`src/rtl/alu_src_stage.sv`:
```
// ALU operand-B source select with EX/MEM and MEM/WB forwarding, registered
// into the ID/EX boundary with stall/flush control.
module alu_src_stage #(
  parameter int WIDTH     = 32,
  parameter int IMM_WIDTH = 16,
  parameter int REG_ADDR  = 5
) (
  input  logic                 clock,
  input  logic                 reset,
  input  logic                 stall,
  input  logic                 flush,
  input  logic                 in_valid,
  input  logic [1:0]           ALUsrc,
  input  logic [WIDTH-1:0]     ReadData2,
  input  logic [IMM_WIDTH-1:0] Imm,
  input  logic [REG_ADDR-1:0]  Rt,
  input  logic                 ExMemRegWrite,
  input  logic [REG_ADDR-1:0]  ExMemRd,
  input  logic [WIDTH-1:0]     ExMemResult,
  input  logic                 MemWbRegWrite,
  input  logic [REG_ADDR-1:0]  MemWbRd,
  input  logic [WIDTH-1:0]     MemWbResult,
  output logic [WIDTH-1:0]     ALUin2,
  output logic                 out_valid,
  output logic [1:0]           fwd_sel
);

  localparam logic [1:0] SRC_REG  = 2'b00;
  localparam logic [1:0] SRC_SEXT = 2'b01;
  localparam logic [1:0] SRC_ZEXT = 2'b10;
  localparam logic [1:0] SRC_SHMT = 2'b11;

  localparam logic [1:0] FWD_NONE  = 2'd0;
  localparam logic [1:0] FWD_EXMEM = 2'd1;
  localparam logic [1:0] FWD_MEMWB = 2'd2;

  function automatic logic signed [WIDTH-1:0] sign_ext(input logic [IMM_WIDTH-1:0] imm);
    logic signed [IMM_WIDTH-1:0] s;
    s = $signed(imm);
    return WIDTH'(s);
  endfunction

  function automatic logic [WIDTH-1:0] zero_ext(input logic [IMM_WIDTH-1:0] imm);
    return WIDTH'(imm);
  endfunction

  function automatic logic [WIDTH-1:0] shamt_ext(input logic [IMM_WIDTH-1:0] imm);
    logic [4:0] sh;
    sh = imm[10:6];
    return WIDTH'(sh);
  endfunction

  // Register index 0 is hard-wired zero, so a write to it never forwards.
  function automatic logic fwd_hit(input logic                we,
                                   input logic [REG_ADDR-1:0] rd,
                                   input logic [REG_ADDR-1:0] rs);
    return we && (rd != '0) && (rd == rs);
  endfunction

  // Stage p0: combinational operand selection and forwarding decision
  logic             ex_hit_p0;
  logic             mw_hit_p0;
  logic [WIDTH-1:0] sel_val_p0;
  logic [1:0]       sel_fwd_p0;

  assign ex_hit_p0 = fwd_hit(ExMemRegWrite, ExMemRd, Rt);
  assign mw_hit_p0 = fwd_hit(MemWbRegWrite, MemWbRd, Rt);

  always_comb begin
    sel_val_p0 = ReadData2;
    sel_fwd_p0 = FWD_NONE;
    case (ALUsrc)
      SRC_REG: begin
        if (ex_hit_p0) begin
          sel_val_p0 = ExMemResult;
          sel_fwd_p0 = FWD_EXMEM;
        end else if (mw_hit_p0) begin
          sel_val_p0 = MemWbResult;
          sel_fwd_p0 = FWD_MEMWB;
        end
      end
      SRC_SEXT: sel_val_p0 = sign_ext(Imm);
      SRC_ZEXT: sel_val_p0 = zero_ext(Imm);
      SRC_SHMT: sel_val_p0 = shamt_ext(Imm);
      default:  sel_val_p0 = ReadData2;
    endcase
  end

  // Stage p1: ID/EX boundary registers
  logic [WIDTH-1:0] alu_p1;
  logic [1:0]       fwd_p1;
  logic             vld_p1;

  always_ff @(posedge clock or posedge reset) begin
    if (reset) begin
      alu_p1 <= '0;
      fwd_p1 <= FWD_NONE;
      vld_p1 <= 1'b0;
    end else if (flush) begin
      alu_p1 <= '0;
      fwd_p1 <= FWD_NONE;
      vld_p1 <= 1'b0;
    end else if (!stall) begin
      if (!in_valid) begin
        alu_p1 <= '0;
        fwd_p1 <= FWD_NONE;
        vld_p1 <= 1'b0;
      end else begin
        alu_p1 <= sel_val_p0;
        fwd_p1 <= sel_fwd_p0;
        vld_p1 <= 1'b1;
      end
    end
  end

  assign ALUin2    = alu_p1;
  assign fwd_sel   = fwd_p1;
  assign out_valid = vld_p1;

endmodule

```
`config.mk`:
```
export PLATFORM = sky130hd
export DESIGN_NAME = alu_src_stage
export DESIGN_NICKNAME = d
export VERILOG_FILES = /design/src/rtl/alu_src_stage.sv
export SDC_FILE = /design/constraint.sdc
export NUM_CORES = 1
export LEC_CHECK = 0
export ABC_AREA = 1
export ABC_CLOCK_PERIOD_IN_PS = 1100
export CAP_MARGIN = 20
export CORE_ASPECT_RATIO = 0.9
export CORE_UTILIZATION = 38
export CTS_BUF_LIST = sky130_fd_sc_hd__clkbuf_16
export CTS_CLUSTER_DIAMETER = 100
export DETAILED_ROUTE_END_ITERATION = 10
export GPL_TIMING_DRIVEN = 0
export PLACE_DENSITY = 0.81
export SETUP_SLACK_MARGIN = 0.15
export SYNTH_ARGS = -nofsm -noshare
export SYNTH_HDL_FRONTEND = slang
export SYNTH_SLANG_ARGS = --single-unit
export TNS_END_PERCENT = 5
```
`constraint.sdc`:
```
create_clock -name clock -period 1.1 [get_ports clock]
set_input_delay 0.22 -clock clock [delete_from_list [all_inputs] [get_ports clock]]
set_output_delay 0.22 -clock clock [all_outputs]
set_load 0.01 [all_outputs]
```
==> metrics.md, run 1 <==
| Metric | Value |
|---|---|
| Synth cell types | 22 |
| Post-layout instance area | about 5500 um^2 |
| Post-synth top area cell | dfrtp_1 |
| Top_reg_cell synth | dfrtp_1 |
| Clk root buf | clkbuf_16 |
| Flip-flop and latch area | slightly below 900 um^2 |
| Flops & latches, synth | 35 |
| Clk_skew | 0 ns |
| Worst Setup End Kind | flop |
| Outcome | finished, violations left |
| Initial Util | between 40% and 50% |
| CTS Buf Count | 5 |
| Avg Cell Area, Syn | approximately 5.9 um^2 |
| Failing checks | negative setup slack |
| Inserted Diodes | 0 |
| Hold Buf Count CTS | 0 |
| Largest net degree at the start of global routing | 24 |
| Worst Max-Slew Pin Slew | about 0.34 ns |
| Fraction of layout cells with a size suffix above 1 | just under 30% |
| Relative slew slack | 77.6% |
| Tcrit/Tclk final | 117% |
| Worst R2R Start | fwd_sel[1]$_DFFE_PP0P_ |
| Leak pwr | ~3.0 nW |
| Setup TNS | -3.98 ns |
| Worst-skew pair later-pin latency | about 0.28 ns |
| Critical Path Start Type | input pin |
| Std-Cell Core Area | 7220 um^2 |
| Max VDD drop | 0.819 mV |
| PwrDens | about 760 nW/um^2 |
| Vias in the first global route | ~3900 |
| Post-synth ARST share | 100% |
| Max-Cap Viols | 0 |
| Routed wire per std cell | roughly 15 um |
| Total iterations of the first detailed-routing run | 4 |
| Synth warn | 0 |
| Fin crit period | approximately 1.3 ns |
| H-Tree Depth | 2 |
| CTS tree | done |
| CTS Sinks | 35 |
| Area added between synthesis and finish | 89.1% |
| CP arrival | 1.47 ns |
| Worst setup margin | -0.187 ns |
| Finish-stage setup viols | 33 |
| Antenna viol nets, final | 0 |
| Setup CP Type | in2reg |
| Post-route DRC | 0 |
| CTS max path bufs | 2 |
| Syn nets | 632 |
| Vias/cell | approximately 5.0 |
| Initial antenna violation count | 0 |
| Crit path largest cell delay | between 0.1 and 0.15 ns |
| Endpoints failing hold | 0 |
| Max-slew violation count | 0 |
| Post-Syn Area | 2920 um^2 |
| Crit. Startpoint | Rt[4] |
| Area fraction of the dominant cell type after synthesis | about 30% |
| Port buffer count | 170 |
| IO Pins | approximately 170 |
| Clock transition at path regs | 0.06 ns |
| First-pass GRT wire length | between 15000 and 20000 um |
| Nets | about 830 |
| Crit Path Max Fanout | 5 |
| Die height | between 80 and 90 um |
| Global route total overflow | 0 |
| DP Area | between 4000 and 5000 um^2 |
| Die area | 8030 um^2 |
| Seq/Total Area, Yosys | approximately 30% |
| Hpwl dp | about 8500 um |
| Most frequent cell after synthesis | nand2_1 |
| Synth area leaders | dfrtp_1 (30%), nand2_1 (25%), inv_1 (11%) |
| DRC marker count from the first detailed-route iteration | between 150 and 200 |
| Critical-path top delay cell | a21oi_2 |
| CP required | approximately 1.3 ns |
| Row cnt | 29 |
| Critical path, cell by cell | buf_6 -> inv_4 -> buf_6 -> nand2_2 -> nand2_2 -> inv_2 -> nand3_4 -> nor2_4 -> buf_6 -> buf_16 -> buf_8 -> a21oi_2 -> nand2_1 -> nand2_1 -> nand2_1 |
| Area of the multi-input gates | about 1900 um^2 |
| Post-synth EDFFs | 0 |
| Most frequent cells after synthesis | nand2_1 (193), inv_1 (82), dfrtp_1 (35) |
| Syn Inst Count | between 400 and 500 |
| Via count | about 4000 |
| Pwr Total | 4.17 mW |
| Die width | between 90 and 100 um |
| Hold Crit Class | in2async |
| Overall routing resource usage | 29.9% |
| Unrepaired setup endpoints after global routing | yes |
| # fillers | roughly 550 |
| Fmax achieved | just under 800 MHz |
| Placer Congestion | between 0.8 and 0.9 |
| Routed WL | 12100 um |
## cell type report
class / instances / share of cell area, %
plain buffers: 26 / 4.65
clock buffers: 5 / 2.27
clock inverters: 3 / 0.227
inverters: 88 / 6.17
multi-input cells: 347 / 34.4
flip-flops and latches: 35 / 15.9
well taps: 93 / 2.11
repair buffers: 194 / 34.2
## placed cells by master (no fill, tap or decap), drive strengths merged
cell type,n
clkinvlp,1
clkdlybuf4s15,1
nand3,35
nand4,32
o21ai,13
inv,88
nand2,195
clkinv,2
xor2,1
dfrtp,35
a21oi,33
clkbuf,9
xnor2,1
buf,95
clkdlybuf4s50,114
nor2,35
dlygate4sd2,6
o31ai,2
## power by group
group	leakage, nW	total, mW	switching, mW	internal, mW
registers	0.480	1.37	0.0296	1.34
logic	2.43	1.45	0.661	0.789
clock network	0.0762	1.36	0.539	0.818
## per-layer routing
layer  vias up  wire length (um)  share of wire (%)  GRT usage (%)
li1       1939                 -                  -              -
met1      1828              4710                 39           35.9
met2       171              5920                 49           52.0
met3        32              1070                8.8           5.82
met4         0               381                3.2           12.0
met5         -                 0                  0              0
## metrics by stage
stage / util [%] / setup slack (ns) / hold slack [ns] / std cells
floorplan: - / -0.0723 / 0.374 / 496
global placement: 66.2 / -0.996 / 0.462 / 759
detailed placement: 66.6 / -0.992 / 0.465 / 760
CTS: 73.1 / -0.139 / 0.316 / 789
global route: 76.3 / -0.244 / 0.286 / 791
finish: 76.3 / -0.187 / 0.253 / 791
## state kept, by name, indices dropped and copies added, names as in the netlist
name,flops
ALUin2,32
fwd_sel,2
out_valid,1
## repair_timing
| action | 4_1_cts | 5_1_grt |
|---|---|---|
| gates cloned | 7 | 0 |
| buffers inserted | 14 | 2 |
| pin swaps | 35 | 35 |
| gates resized for setup | 313 | 61 |
| endpoints found under the setup margin | 70 | 76 |
## final timing paths
path                            slack (ns)  depth (start not counted)                     end
worst max-delay path                 -0.19                         15   ALUin2[8]$_DFFE_PP0P_
worst min-delay path                  0.25                          2   ALUin2[2]$_DFFE_PP0P_
worst max register to register        0.43                          2  fwd_sel[1]$_DFFE_PP0P_
worst min register to register        0.47                          2   ALUin2[1]$_DFFE_PP0P_
max in group asynchronous             0.43                          3  ALUin2[19]$_DFFE_PP0P_
min in group clock                    0.46                          5  ALUin2[20]$_DFFE_PP0P_
## kinds of logic (layout without fill, tap and decap cells)
group | Yosys count | after routing | share of synthesized area (%)
AND/OR/NAND/NOR | 297 | 297 | 44.0
buffers and inverters | 114 | 316 | 16.9
AO/OA/AOI/OAI | 48 | 48 | 8.41
flip-flops | 35 | 35 | 30.0
XOR/XNOR | 2 | 2 | 0.601
## worst max-delay path: cells and delay by family
kind / cells / cell delay (ns)
buf+inv: 7 / 0.65
simple gates: 7 / 0.45
compound gates: 1 / 0.14
Power figures use the tool's default switching activity.
==> run 2: changes to the inputs <==
--- a/config.mk
+++ b/config.mk
@@ -6,7 +6,7 @@
 export NUM_CORES = 1
 export LEC_CHECK = 0
 export ABC_AREA = 1
-export ABC_CLOCK_PERIOD_IN_PS = 1100
+export ABC_CLOCK_PERIOD_IN_PS = 1600
 export CAP_MARGIN = 20
 export CORE_ASPECT_RATIO = 0.9
 export CORE_UTILIZATION = 38
==> constraint.sdc (replaced) <==
create_clock -name clock -period 1.6 [get_ports clock]
set_input_delay 0.32 -clock clock [delete_from_list [all_inputs] [get_ports clock]]
set_output_delay 0.32 -clock clock [all_outputs]
set_load 0.01 [all_outputs]
==> run 2 against run 1 <==
Effect of this change:
- the flow now finishes without violations
- final cell count is 0.38% higher
- critical path depth is 14 lower
- sequential share of layout area is 0.57 points higher
- clock skew stayed put
- count of clock-buffer cells in the layout stayed put
- non-clock buffer count is 1 higher
- critical endpoint is now ALUin2[15]
==> metrics.md, run 2 (synthesized netlist as in run 1, its figures left out) <==
| Metric | Value |
|---|---|
| Critical-path top delay cell | clkdlybuf4s50_1 |
| Hold Crit Class | in2async |
| Max-Cap Viols | 0 |
| CTS max path bufs | 2 |
| CTS Buf Count | 5 |
| Worst-skew pair later-pin latency | about 0.28 ns |
| H-Tree Depth | 2 |
| Outcome | finished clean |
| Antenna viol nets, final | 0 |
| Largest net degree at the start of global routing | 24 |
| First-pass GRT wire length | approximately 18000 um |
| Unrepaired setup endpoints after global routing | yes |
| Initial antenna violation count | 1 |
| Crit path capture | ALUin2[15] |
| Die width | between 90 and 100 um |
| Hold slack | around 0.39 ns |
| Most frequent cells in the layout | nand2_1 (186), clkdlybuf4s50_1 (150), inv_1 (78) |
| Leading cell type in the layout, fill and taps excluded | nand2_1 |
| Clk_skew | 0 ns |
| Crit. Startpoint | ALUin2[15]$_DFFE_PP0P_ |
| CTS Sinks | 35 |
| Worst setup margin | roughly 0.062 ns |
| R2r endpoint | ALUin2[15]$_DFFE_PP0P_ |
| Max reg flops | 32 |
| Overall routing resource usage | between 20% and 30% |
| Critical path, cell by cell | clkdlybuf4s50_1 |
| Placement Setup Slack | -0.521 ns |
| Max-slew violation count | 0 |
| Worst R2R Start | ALUin2[15]$_DFFE_PP0P_ |
| IO Pins | between 150 and 200 |
| Fmax achieved | about 650 MHz |
| Crit path largest cell delay | ~0.59 ns |
| Setup TNS | 0 ns |
| Vias/cell | between 5 and 6 |
| Port buffer count | 170 |
| Vias in the first global route | 3840 |
| Row cnt | 29 |
| Flip-flop and latch area | 876 um^2 |
| Crit. path cell count | 1 |
| PwrDens | between 500 and 600 nW/um^2 |
| R2R setup slack | approximately 0.96 ns |
| Setup CP Type | reg2out |
| Leak pwr | 2.83 nW |
| Die height | 85.1 um |
| Nets | 835 |
| Die area | roughly 8000 um^2 |
| Routed wire per std cell | 14.9 um |
| Relative slew slack | between 60 and 70% |
| Routed WL | between 10000 and 15000 um |
| # fillers | just under 600 |
| CP required | about 1.3 ns |
| Buffers & Inverters on Critical Path | 1 |
| Worst Max-Slew Pin Slew | between 0.5 and 0.6 ns |
| Post-route DRC | 0 |
| Placer Congestion | 0.898 |
| Tcrit/Tclk final | ~96% |
| Hold Buf Count CTS | 0 |
| CP arrival | approximately 1.2 ns |
| Global route total overflow | 0 |
| Crit Path Max Fanout | 2 |
| Initial Util | roughly two fifths |
| Worst Setup End Kind | primary output |
| Finish-stage setup viols | 0 |
| Length in cells of the worst reg-to-reg path | 2 |
| CTS tree | done |
| Clock transition at path regs | 0.06 ns |
| Via count | approximately 4100 |
| DRC marker count from the first detailed-route iteration | between 200 and 300 |
| Fin crit period | 1.54 ns |
| Clk root buf | clkbuf_16 |
| Endpoints failing hold | 0 |
| CP delay by family, top | buffers and inverters |
| Max VDD drop | roughly 0.36 mV |
| Total iterations of the first detailed-routing run | 5 |
| Hpwl dp | between 8000 and 9000 um |
| Std-Cell Core Area | approximately 7200 um^2 |
| Fraction of layout cells with a size suffix above 1 | approximately 15% |
| Critical Path Start Type | flop |
| Fin util | roughly three quarters |
| Area added between synthesis and finish | 82.5% |
| Area of the multi-input gates | ~1700 um^2 |
-- run 2: changes by cell type in the layout (fill, tap and decap cells not counted), sizes merged --
cell | before | now
buf | 95 | 45
nand3 | 35 | 36
clkdlybuf4s50 | 114 | 150
clkdlybuf4s15 | 1 | 5
dlymetal6s2s | 0 | 2
inv | 88 | 89
clkbuf | 9 | 20
clkinvlp | 1 | 0
diode | 0 | 1
dlygate4sd2 | 6 | 4
-- run 2: where the power goes --
group | internal, mW | leakage (nW) | switching (mW)
combinational | 0.525 | 2.27 | 0.425
sequential | 0.920 | 0.480 | 0.0217
clock | 0.561 | 0.0762 | 0.344
total | 2.01 | 2.83 | 0.791
-- run 2: timing repair --
action / in CTS / in global routing
pin swaps: 13 / 22
buffers inserted: 11 / 5
endpoints found under the setup margin: 70 / 67
resized for setup: 68 / 53
cloned: 9 / 0
endpoints found under the hold margin: 0 / 0
-- run 2: area by class of cell --
class | instances | area share [%]
Antenna cell | 1 | 0.0470
Buffer | 26 | 4.30
Clock buffer | 5 | 2.35
Clock inverter | 3 | 0.235
Inverter | 88 | 6.35
Multi-Input combinational cell | 348 | 31.6
Sequential cell | 35 | 16.5
Tap cell | 93 | 2.19
Timing Repair Buffer | 195 | 36.5
-- run 2: worst min path at each step --
stage / cells after the start / start / slack, ns / to
final: 2 / reset / 0.39 / ALUin2[3]$_DFFE_PP0P_
after global routing: 2 / reset / 0.43 / ALUin2[3]$_DFFE_PP0P_
after detailed placement: 2 / ALUin2[22]$_DFFE_PP0P_ / 0.47 / ALUin2[22]$_DFFE_PP0P_
after global placement: 2 / ALUin2[19]$_DFFE_PP0P_ / 0.46 / ALUin2[19]$_DFFE_PP0P_
after floorplan: 1 / reset / 0.47 / ALUin2[0]$_DFFE_PP0P_
after CTS: 2 / reset / 0.40 / ALUin2[3]$_DFFE_PP0P_
-- run 2: routing by layer --
metal / vias up / routed length (um) / GRT usage [%]
met3: 38 / 1110 / 7.71
met1: 1853 / 4730 / 36.3
li1: 1949 / - / -
met2: 227 / 5580 / 47.8
met4: 0 / 424 / 11.5
met5: - / 0 / 0
-- run 2: stage by stage --
stage	total power [mW]	cells	area [um^2]
after global placement	1.77	759	4730
after floorplan	1.28	496	2920
after detailed placement	1.79	760	4760
after global routing	2.93	794	5320
final	2.80	794	5320
after CTS	2.75	788	5200
==> run 3: changes to the inputs <==
--- a/config.mk
+++ b/config.mk
@@ -16,6 +16,7 @@
 export GPL_TIMING_DRIVEN = 0
 export PLACE_DENSITY = 0.81
 export SETUP_SLACK_MARGIN = 0.15
+export SLEW_MARGIN = 20
 export SYNTH_ARGS = -nofsm -noshare
 export SYNTH_HDL_FRONTEND = slang
 export SYNTH_SLANG_ARGS = --single-unit
==> run 3 against run 2 <==
Effect of this change:
- utilization rose by 1.2 points
- combinational power barely moved
- flip-flop and latch count did not move
- critical path depth did not move
- clock skew did not move
- final cell count fell by 0.38%
- non-clock buffer count did not move
- register-to-register slack got worse by 0.02 ns
- worst hold slack improved by 0.088 ns
- sequential power barely moved
- power fell by 0.12%
==> metrics.md, run 3 (synthesized netlist as in run 1, its figures left out) <==
| Metric | Value |
|---|---|
| Worst Setup End Kind | primary output |
| Outcome | finished clean |
| Fin crit period | about 1.5 ns |
| CP delay by family, top | buffers and inverters |
| Vias/cell | between 5 and 6 |
| Crit path largest cell delay | approximately 0.57 ns |
| CP arrival | roughly 1.2 ns |
| Hold slack | between 0.4 and 0.5 ns |
| Initial antenna violation count | 0 |
| Largest net degree at the start of global routing | 36 |
| Fin cells | between 700 and 800 |
| Critical-path top delay cell | clkdlybuf4s50_1 |
| Leak pwr | around 2.9 nW |
| Routed WL | 12000 um |
| Crit Path Max Fanout | 2 |
| IO Pins | between 150 and 200 |
| Pwr Total | approximately 2.8 mW |
| Clk_skew | 0 ns |
| Hold Buf Count CTS | 0 |
| Endpoints failing hold | 0 |
| Post-layout instance area | 5410 um^2 |
| Crit. path cell count | 1 |
| CTS Buf Count | 5 |
| Area added between synthesis and finish | 85.5% |
| Max-Cap Viols | 0 |
| First-pass GRT wire length | around 18000 um |
| Tcrit/Tclk final | between 90% and 100% |
| Total iterations of the first detailed-routing run | 5 |
| DRC marker count from the first detailed-route iteration | 275 |
| CP required | 1.28 ns |
| Max VDD drop | about 0.37 mV |
| Length in cells of the worst reg-to-reg path | 2 |
| Finish-stage setup viols | 0 |
| Std-Cell Core Area | roughly 7200 um^2 |
| Die height | approximately 85 um |
| Vias in the first global route | around 3900 |
| Buffers & Inverters on Critical Path | 1 |
| Flip-flop and latch area | between 800 and 900 um^2 |
| Die width | between 90 and 100 um |
| Fin util | between 70% and 80% |
| Hold Crit Class | reg2reg |
| Fmax achieved | between 600 and 700 MHz |
| Hpwl dp | 8360 um |
| Fraction of layout cells with a size suffix above 1 | between 20% and 30% |
| Initial Util | roughly 40% |
| Worst Max-Slew Pin Slew | ~0.70 ns |
| Die area | around 8000 um^2 |
| Antenna viol nets, final | 0 |
| Max reg flops | 32 |
| Inserted Diodes | 0 |
| Area of the multi-input gates | around 1800 um^2 |
| Placer Congestion | about 0.90 |
| Min-Delay Path Depth | 2 |
| # fillers | roughly 570 |
| Worst-skew pair later-pin latency | 0.28 ns |
| Placement Setup Slack | -0.509 ns |
| Most frequent cells in the layout | nand2_1 (177), clkdlybuf4s50_1 (150), inv_1 (77) |
| Critical path, cell by cell | clkdlybuf4s50_1 |
| Port buffer count | 170 |
| Via count | approximately 4000 |
| Global route total overflow | 0 |
| CTS tree | done |
| Worst setup margin | 0.0604 ns |
| Overall routing resource usage | between 20% and 30% |
| Routed wire per std cell | 15.2 um |
| H-Tree Depth | 2 |
| CTS Sinks | 35 |
| Post-route DRC | 0 |
| Setup TNS | 0 ns |
| DP Area | 4730 um^2 |
| Clock transition at path regs | approximately 0.050 ns |
| Leading cell type in the layout, fill and taps excluded | nand2_1 |
| Relative slew slack | between 50% and 60% |
| Row cnt | 29 |
| Unrepaired setup endpoints after global routing | yes |
| Max-slew violation count | 0 |
| Dpl cells | 759 |
| PwrDens | approximately 520 nW/um^2 |
| Critical Path Start Type | flop |
| Clk root buf | clkbuf_16 |
| Nets | 834 |
| Setup CP Type | reg2out |
| CTS max path bufs | 2 |
[run 3: power breakdown]
part	internal (mW)	switching [mW]	leakage (nW)
logic	0.517	0.437	2.34
clock network	0.558	0.341	0.0671
registers	0.920	0.0210	0.480
total	2.00	0.799	2.89
[run 3: worst paths after layout]
| check | startpoint | endpoint | slack [ns] |
|---|---|---|---|
| worst max-delay path | ALUin2[10]$_DFFE_PP0P_ | ALUin2[10] | 0.06 |
| worst min-delay path | ALUin2[27]$_DFFE_PP0P_ | ALUin2[27]$_DFFE_PP0P_ | 0.47 |
| worst max register to register | fwd_sel[1]$_DFFE_PP0P_ | fwd_sel[1]$_DFFE_PP0P_ | 0.94 |
| worst min register to register | ALUin2[27]$_DFFE_PP0P_ | ALUin2[27]$_DFFE_PP0P_ | 0.47 |
| max in group asynchronous | reset | ALUin2[26]$_DFFE_PP0P_ | 0.67 |
| min in group asynchronous | reset | ALUin2[29]$_DFFE_PP0P_ | 0.48 |
[run 3: layout make-up]
| type | count | area share (%) |
|---|---|---|
| buffer | 26 | 4.40 |
| timing repair buffer | 195 | 35.0 |
| clock inverter | 2 | 0.162 |
| clock buffer | 5 | 2.31 |
| sequential | 35 | 16.2 |
| multi-input combinational | 347 | 33.6 |
| tap | 93 | 2.15 |
| inverter | 88 | 6.25 |
[run 3: repair_timing]
item,in CTS,in global routing
endpoints found under the hold margin,0,0
buffers inserted,10,7
pin swaps,23,22
endpoints found under the setup margin,70,68
gates resized for setup,114,57
gates cloned,7,1
[run 3: per-layer routing]
layer | share of wire (%) | GRT usage (%)
met4 | 2.7 | 9.23
met2 | 49 | 50.6
met1 | 39 | 36.2
met3 | 9.7 | 7.35
met5 | 0 | 0
==> patch (flow settings as in run 2) <==
Change the parameter `REG_ADDR` from 5 to 4.
--- a/src/rtl/alu_src_stage.sv
+++ b/src/rtl/alu_src_stage.sv
@@ -3,7 +3,7 @@
 module alu_src_stage #(
   parameter int WIDTH     = 32,
   parameter int IMM_WIDTH = 16,
-  parameter int REG_ADDR  = 5
+  parameter int REG_ADDR  = 4
 ) (
   input  logic                 clock,
   input  logic                 reset,
Ports: changed (resized ExMemRd, MemWbRd and Rt); port bits go from 171 to 168. The function was not compared with the original's and may differ.
==> patch against run 2 <==
First-iteration DRC count fell by 30%. Sequential cell count did not move. Synthesized area is 5.5% higher. Setup slack gained 25 ps. Hold slack better by 61 ps. Global-route usage shrank 1.2 points. Final area is 4.0% higher. Total power up 2.1%. Wire length rose by 3.2%. Critical path type unchanged.
==> patch: results (changes against run 2) <==
\begin{tabular}{lr}
\hline
Metric & Value \\
\hline
\multicolumn{2}{l}{\textbf{Global route}} \\
Wire length of the first global-routing pass & 18900 um (+5.3\%) \\
Total routing usage reported by global routing & 28.0\% (-1.2 points) \\
Met3 capacity usage during global routing & 5.46\% (-2.2 points) \\
Maximum number of pins on one net before global-route repair & 23 (-4.2\%) \\
Number of global-route vias before repair & 3994 (+4.0\%) \\
M2 GR Usage & 50.6\% (+2.9 points) \\
Met1 track utilization from global routing & 33.9\% (-2.4 points) \\
Initial antenna violation count & 0 (-1) \\
Busiest grt layer & met2 \\
\multicolumn{2}{l}{\textbf{Clock tree}} \\
TritonCTS buffer count & 5 (unchanged) \\
Maximum level of the CTS H-tree & 2 (unchanged) \\
Clock buffer depth & 2 (unchanged) \\
Post-CTS clock slew at the launch and capture registers of the worst setup and hold paths & 60 ps (about the same) \\
\multicolumn{2}{l}{\textbf{Setup path}} \\
Max incr delay on CP & 560 ps (-30 ps) \\
Critical Path AT & 1190 ps (-30 ps) \\
Slowest CP cell & clkdlybuf4s50\_1 \\
\multicolumn{2}{l}{\textbf{Finish}} \\
Fill cell count & 637 (+8.3\%) \\
Number of nets in the finished design & 888 (+6.3\%) \\
Fraction of final layout cells sized beyond drive strength 1 & 16.4\% (+1.1 points) \\
\multicolumn{2}{l}{\textbf{STA}} \\
Final critical-path required period & 1510 ps (-25.4 ps) \\
Slew at the pin with the worst max-slew slack & 667 ps (+129 ps) \\
\multicolumn{2}{l}{\textbf{Placed design}} \\
Input/output buffers & 167 (-1.8\%) \\
Half-perimeter wire length of the detailed placement result & 8700 um (+3.2\%) \\
Final weighted congestion in routability-driven placement & 0.908 (+1.1\%) \\
DP Cell Count & 816 (+7.4\%) \\
Placed instance area & 4890 um2 (+2.8\%) \\
Setup WS pre-CTS & -553 ps (-32.1 ps) \\
\multicolumn{2}{l}{\textbf{Logic synthesis}} \\
Area share of the largest cell type after synthesis & 28.5\% (-1.6 points) \\
Average size of a mapped cell & 5.57 um2 (-5.2\%) \\
Warnings from Yosys & 0 (unchanged) \\
Fraction of registers with async set/reset & 100\% (unchanged) \\
Most area-consuming cells after synthesis & dfrtp\_1 28\%, nand2\_1 25\%, inv\_1 14\% \\
Number of different library cells in the post-synthesis netlist & 19 (-14\%) \\
Net count of the mapped netlist & 685 (+8.4\%) \\
Ranking of synthesized cells by instance count & 204 x nand2\_1, 113 x inv\_1, 80 x nor2\_1 \\
Sequential area share after synthesis & 28.5\% (-1.6 points) \\
\multicolumn{2}{l}{\textbf{Route}} \\
Total wire length & 12200 um (+3.2\%) \\
Number of vias per cell after detailed routing & 4.86 (-5.2\%) \\
Wire length per cell & 14.4 um (-3.8\%) \\
Initial DRC Count & 197 (-30\%) \\
\multicolumn{2}{l}{\textbf{Outcome}} \\
Outcome & complete, no violations \\
\multicolumn{2}{l}{\textbf{Hold path}} \\
Hold WC Path Type & in2async \\
\multicolumn{2}{l}{\textbf{Power}} \\
Switching Power & 0.821 mW (+3.8\%) \\
Leak pwr & 3.11 nW (+9.9\%) \\
Peak supply drop & 404 uV (+11\%) \\
\hline
\end{tabular}
-- patch: cell types whose count changed after synthesis, sizes merged --
cell / run 2 / this run
a31oi: 0 / 5
a21oi: 33 / 1
nor2: 35 / 92
inv: 87 / 115
nand2: 195 / 205
xor2: 1 / 0
o21ai: 13 / 1
clkinv: 1 / 0
xnor2: 1 / 0
nand3: 35 / 36
buf: 22 / 21
clkbuf: 4 / 7
-- patch: cells by family (layout without fill, tap and decap cells) --
group | Yosys count | in the layout | synth area share, %
simple gates | 365 | 365 | 50.4
buf+inv | 143 | 346 | 19.3
flops | 35 | 35 | 28.5
compound gates | 9 | 9 | 1.83
other cells | 0 | 1 | 0
-- patch: timing repair --
action / in CTS / in global routing
gates cloned: 6 / 0
setup endpoints to repair: 70 / 69
pin swaps: 17 / 19
setup buffers: 15 / 7
gates resized for setup: 75 / 61
-- patch: area by class of cell --
type / count / share of cell area, %
clock buffers: 5 / 2.26
repair buffers: 196 / 35.6
inverters: 115 / 7.87
multi-input cells: 374 / 30.9
diodes: 1 / 0.0452
plain buffers: 28 / 5.16
well taps: 96 / 2.17
clock inverters: 2 / 0.158
flip-flops and latches: 35 / 15.8
-- patch: final timing paths --
path,startpoint,to,slack [ps],cells after the start
worst max register to register,ALUin2[20],ALUin2[20],950,2
worst min-delay path,reset,ALUin2[1],450,2
max in group asynchronous,reset,ALUin2[26],600,3
worst max-delay path,ALUin2[24],ALUin2[24],90,1
worst min register to register,ALUin2[17],ALUin2[17],480,2
min in group clock,stall,ALUin2[22],480,5
-- patch: routing by layer --
metal  share of wire (%)  up-vias  wire [um]
met5                   0        -          0
met4                 1.5        0        182
met3                 8.6       18       1060
met2                  49      186       6010
met1                  41     1884       4980
li1                    -     2049          -
-- patch: power by group through the flow --
stage                     sequential (mW)  clock [mW]  combinational (mW)
after floorplan                     0.964           0               0.362
after global placement              0.950           0               0.859
after detailed placement            0.951           0               0.884
after CTS                           0.936       0.925               0.974
after global routing                0.940       0.961                1.10
final                               0.937       0.905                1.01
-- patch: metrics by stage --
stage / utilization (%) / TNS (ps)
after floorplan: - / 0
after global placement: 63.2 / -26320
after detailed placement: 63.6 / -16100
after CTS: 70.3 / 0
after global routing: 71.9 / 0
final: 71.9 / 0
